**config.mk**
```make
export PLATFORM = sky130hd
export DESIGN_NAME = jt900h_regdump
export DESIGN_NICKNAME = d
export VERILOG_FILES = /design/src/rtl/jt900h_regdump.sv
export SDC_FILE = /design/constraint.sdc
export NUM_CORES = 1
export LEC_CHECK = 0
export ABC_AREA = 1
export BUFFER_PORTS_ARGS = -buffer_cell sky130_fd_sc_hd__buf_2
export CELL_PAD_IN_SITES_DETAIL_PLACEMENT = 0
export CELL_PAD_IN_SITES_GLOBAL_PLACEMENT = 1
export CORE_MARGIN = 2
export CORE_UTILIZATION = 40
export DETAILED_ROUTE_END_ITERATION = 6
export HOLD_SLACK_MARGIN = 0.15
export MAX_ROUTING_LAYER = met4
export PLACE_DENSITY_LB_ADDON = 0.1
export SETUP_SLACK_MARGIN = 0.5
export SYNTH_ARGS = -nofsm -noshare
export SYNTH_HDL_FRONTEND = slang
export SYNTH_SLANG_ARGS = --single-unit
```
**constraint.sdc**
```tcl
create_clock -name clk -period 3.5 [get_ports clk]
set_clock_uncertainty 0.05 [all_clocks]
set_input_delay 0 -clock clk [delete_from_list [all_inputs] [get_ports clk]]
set_output_delay 0 -clock clk [all_outputs]
set_load 0.1 [all_outputs]
```
**src/rtl/jt900h_regdump.sv**
```systemverilog
// jt900h_regdump: streams a window of the register-file dump port to a byte sink
//
// Optional feature: define JT900H_DUMP_CHKSUM_EN to append a two's-complement
// checksum byte so that every byte of the stream sums to zero mod 256.
//
// Ports:
//   rst       async active-high reset
//   clk       clock
//   start     begin a dump (only looked at in IDLE)
//   abort     cancel the dump in progress, no done pulse
//   busy      high from the start edge until FIN exits
//   done      single-cycle pulse in FIN
//   dmp_addr  address to the dump port (always equals ptr)
//   dmp_din   dump data, registered at the source, one cycle behind dmp_addr
//   tx_data   byte to the sink
//   tx_valid  tx_data valid
//   tx_ready  sink ready; a byte moves when tx_valid and tx_ready meet at a clk edge
module jt900h_regdump #(
    parameter logic [7:0] START = 8'h00,
    parameter logic [7:0] LAST  = 8'h4F
) (
    input  logic       rst,
    input  logic       clk,
    input  logic       start,
    input  logic       abort,
    output logic       busy,
    output logic       done,
    output logic [7:0] dmp_addr,
    input  logic [7:0] dmp_din,
    output logic [7:0] tx_data,
    output logic       tx_valid,
    input  logic       tx_ready
);

`ifdef JT900H_DUMP_CHKSUM_EN
    typedef enum logic [2:0] {IDLE, WAIT, CAP, SEND, FIN, CHK} state_t;
`else
    typedef enum logic [2:0] {IDLE, WAIT, CAP, SEND, FIN} state_t;
`endif

    state_t     st, st_n;
    logic [7:0] ptr, ptr_n;
    logic [7:0] data_n;
    logic       valid_n, busy_n, hs;
`ifdef JT900H_DUMP_CHKSUM_EN
    logic [7:0] sum, sum_n, sum_add;
`endif

    assign dmp_addr = ptr;
    assign hs       = tx_valid && tx_ready;
    // abort also suppresses the pulse if it lands on the FIN cycle
    assign done     = st == FIN && !abort;
`ifdef JT900H_DUMP_CHKSUM_EN
    assign sum_add  = sum + tx_data;
`endif

    always_ff @(posedge clk or posedge rst) begin
        if (rst) begin
            st       <= IDLE;
            ptr      <= START;
            tx_data  <= 8'h00;
            tx_valid <= 1'b0;
            busy     <= 1'b0;
`ifdef JT900H_DUMP_CHKSUM_EN
            sum      <= 8'h00;
`endif
        end else begin
            st       <= st_n;
            ptr      <= ptr_n;
            tx_data  <= data_n;
            tx_valid <= valid_n;
            busy     <= busy_n;
`ifdef JT900H_DUMP_CHKSUM_EN
            sum      <= sum_n;
`endif
        end
    end

    always_comb begin
        st_n    = st;
        ptr_n   = ptr;
        data_n  = tx_data;
        valid_n = tx_valid;
        busy_n  = busy;
`ifdef JT900H_DUMP_CHKSUM_EN
        sum_n   = sum;
`endif
        case (st)
            IDLE: if (start && !abort) begin
                st_n   = WAIT;
                ptr_n  = START;
                busy_n = 1'b1;
`ifdef JT900H_DUMP_CHKSUM_EN
                sum_n  = 8'h00;
`endif
            end
            // dmp_din for the new ptr only appears after this cycle
            WAIT: st_n = CAP;
            CAP: begin
                data_n  = dmp_din;
                valid_n = 1'b1;
                st_n    = SEND;
            end
            SEND: if (hs) begin
                valid_n = 1'b0;
`ifdef JT900H_DUMP_CHKSUM_EN
                sum_n   = sum_add;
`endif
                if (ptr == LAST) begin
`ifdef JT900H_DUMP_CHKSUM_EN
                    // sum_add already includes the byte accepted on this edge
                    st_n    = CHK;
                    data_n  = 8'h00 - sum_add;
                    valid_n = 1'b1;
`else
                    st_n    = FIN;
`endif
                end else begin
                    ptr_n = ptr + 8'd1;
                    st_n  = WAIT;
                end
            end
`ifdef JT900H_DUMP_CHKSUM_EN
            CHK: if (hs) begin
                valid_n = 1'b0;
                st_n    = FIN;
            end
`endif
            FIN: begin
                busy_n = 1'b0;
                ptr_n  = START;
                st_n   = IDLE;
            end
            default: st_n = IDLE;
        endcase
        if (abort && st != IDLE) begin
            st_n    = IDLE;
            valid_n = 1'b0;
            busy_n  = 1'b0;
            ptr_n   = START;
        end
`ifdef JT900H_DUMP_CHKSUM_EN
        if (abort)
            sum_n = 8'h00;
`endif
    end

endmodule

```
==> flow_summary.json <==
{
  "status": "finished, violations left",
  "violations": "design-rule violations",
  "cts_sinks": 21,
  "grt_antenna_before_repair": 0,
  "synth-edff-count": 0,
  "drive_gt1_frac": 0.294,
  "slew_violations": 0,
  "critPathKind": "reg2reg",
  "overflow": 0,
  "postSynthCellCount": 148,
  "cts-root-buf": "clkbuf_4",
  "period_share": 0.530,
  "grt.busiest_layer": "met2",
  "gp_congestion": 0.882,
  "clk_transition_reported_paths_ns": 0.11,
  "syn_nets": 162,
  "cts_made_buffers": 3,
  "die_area_mm2": 0.00344,
  "post-cts-setup-buffers": 0,
  "n_antenna_cell": 0,
  "layout.nets": 209,
  "syn-cell-area_mm2": 0.00119,
  "fp.coreArea_mm2": 0.00281,
  "setup_violations": 0,
  "worstPathCellList": "nor2_2, o211ai_1, o21ai_0, nand2_1, o31ai_1, dlygate4sd3_1",
  "gr-usage-met3": 0.0330,
  "place_ws_ns": 1.86,
  "use_met1": 0.219,
  "dp_cells": 208,
  "grt_pass1_wl_mm": 4.82,
  "avgSynthCellArea_um2": 8.07,
  "synth.cells.most_frequent": "38 x nand2_1, 21 x dfrtp_1, 18 x inv_1, 18 x nor2_1, 15 x nand3_1",
  "cp_max_fo": 6,
  "synth_area_leaders": "dfrtp_1 44%, nand2_1 12%, mux2_2 7.5%",
  "dp.final_hpwl_mm": 2.13,
  "finalHoldViolations": 0,
  "fin_ws_ns": 1.64,
  "vias_per_cell": 4.93,
  "die_w_um": 58.6,
  "async_flop_share": 1.00,
  "wire_per_inst_um": 12.6,
  "ant_nets": 0,
  "synth.most_common_cell": "nand2_1",
  "max_freq_mhz": 539,
  "wirelength_mm": 2.83,
  "cp_slowest_stage_delay_ns": 0.61,
  "track_usage": 0.191,
  "ys_warn_count": 0,
  "globalRouteMet2Util": 0.337,
  "stdcell_count": 225,
  "tightestPinTransition_ns": 0.754,
  "rsz0062_at_grt": "false",
  "drcViolationCount": 1,
  "grt_pass1_vias": 1066,
  "post_cts_resized": 0,
  "initial_core_util": 0.426,
  "leakagePower_nw": 0.822,
  "cts_buffer_depth": 2,
  "crit_required_ns": 3.69,
  "grt_max_degree": 22,
  "yosys_register_bits": 21,
  "cts_tree": "done",
  "synth_ff_type": "dfrtp_1",
  "pin_count": 32,
  "ir_drop_v": 0.000706,
  "clock_latency_ns": 0.29,
  "cap_violations": 0,
  "rows": 19,
  "arrival_ns": 2.04,
  "slew_headroom": 0.497,
  "yosys.area.top_type_share": 0.440,
  "dr_total_vias": 1110,
  "area.growth.synth_to_final_pct": 28.5,
  "critPathLaunchType": "flop",
  "endpoint_kind": "flop",
  "dr.pass1.iters": 7,
  "powerDensity_mw_per_mm2": 873,
  "drt_iter0_markers": 23,
  "htree_levels": 1,
  "slowest_stage": "dlygate4sd3_1",
  "hold_path_class": "in2async",
  "io_buffers": 31,
  "yosys.cell_types.count": 24,
  "period_needed_ns": 1.86,
  "tns_ns": 0,
  "seq_area_frac_synth": 0.440,
  "yosys.area.top_type": "dfrtp_1",
  "hold_buffers": 13,
  "die_h_um": 58.6
}
==> worst max-delay path: cells and delay by family (launching register included) <==
family	cells	cell delay (ns)
buffers and inverters	1	0.61
and+or+nand+nor	2	0.25
DFF	1	0.48
AOI/OAI and AO/OA	3	0.40
==> cells in the final DEF, fill, tap and decap left out, types with 3 or more instances in the layout <==
| cell type | instances |
|---|---|
| nand2_1 | 38 |
| buf_2 | 31 |
| dfrtp_1 | 21 |
| inv_1 | 18 |
| nor2_1 | 18 |
| nand3_1 | 15 |
| dlygate4sd3_1 | 13 |
| mux2_2 | 8 |
| nand2_2 | 4 |
| nand3_2 | 3 |
| o21ai_0 | 3 |
| a21oi_1 | 3 |
| clkbuf_4 | 3 |
==> where the power goes <==
group          leakage [nW]  total [mW]  switching, mW  internal [mW]
logic                 0.538       0.857          0.678          0.179
clock network        0.0150       0.111         0.0662         0.0444
registers             0.269       0.372         0.0544          0.317
==> logic make-up (layout without fill, tap and decap cells) <==
kind of cell / after synthesis / in the layout / synth area share
multiplexers: 8 / 8 / 0.0755
buffers and inverters: 21 / 67 / 0.0734
flip-flops: 21 / 21 / 0.440
AO/OA/AOI/OAI: 9 / 9 / 0.0451
adder cells (fa/ha/maj): 1 / 1 / 0.0105
AND/OR/NAND/NOR: 88 / 88 / 0.355
==> per-stage QoR <==
step / power [mW] / utilization / hold slack [ns] / area, um^2
2_1_floorplan: 1.09 / - / -0.0735 / 1200
3_3_place_gp: 1.21 / 0.491 / 0.128 / 1380
3_5_place_dp: 1.22 / 0.491 / 0.133 / 1380
4_1_cts: 1.35 / 0.547 / 0.345 / 1530
5_1_grt: 1.42 / 0.547 / 0.407 / 1530
6_report: 1.34 / 0.547 / 0.320 / 1530
==> state kept, by name (all words and copies together) (netlist names) <==
signal and cells:
busy 1, tx_data 8, tx_valid 1, dmp_addr 8, st 3
==> cell type report <==
cell class / instances / area [um^2]
clock buffer: 4 / 26.3
inverter: 19 / 71.3
tap: 31 / 38.8
multi-input combinational: 106 / 587
sequential: 21 / 526
timing repair buffer: 44 / 285
fill: 272 / 1270
==> routing by layer <==
layer | routed length (um) | part of all wire | up-vias
li1 | - | - | 563
met1 | 1190 | 0.42 | 507
met2 | 1460 | 0.52 | 32
met3 | 104 | 0.037 | 8
met4 | 71 | 0.025 | 0
met5 | 0 | 0 | -
==> path summary, 6_finish.rpt <==
check / from / to / cells past startpoint / slack [ns]
max: st[1] / busy / 6 / 1.64
min: rst / tx_valid / 3 / 0.32
max reg2reg: st[1] / busy / 6 / 1.64
min reg2reg: tx_data[7] / tx_data[7] / 1 / 0.46
max in group asynchronous: rst / dmp_addr[0] / 3 / 2.61
min in group clk: dmp_din[4] / tx_data[4] / 3 / 0.41
Power figures use the tool's default switching activity.
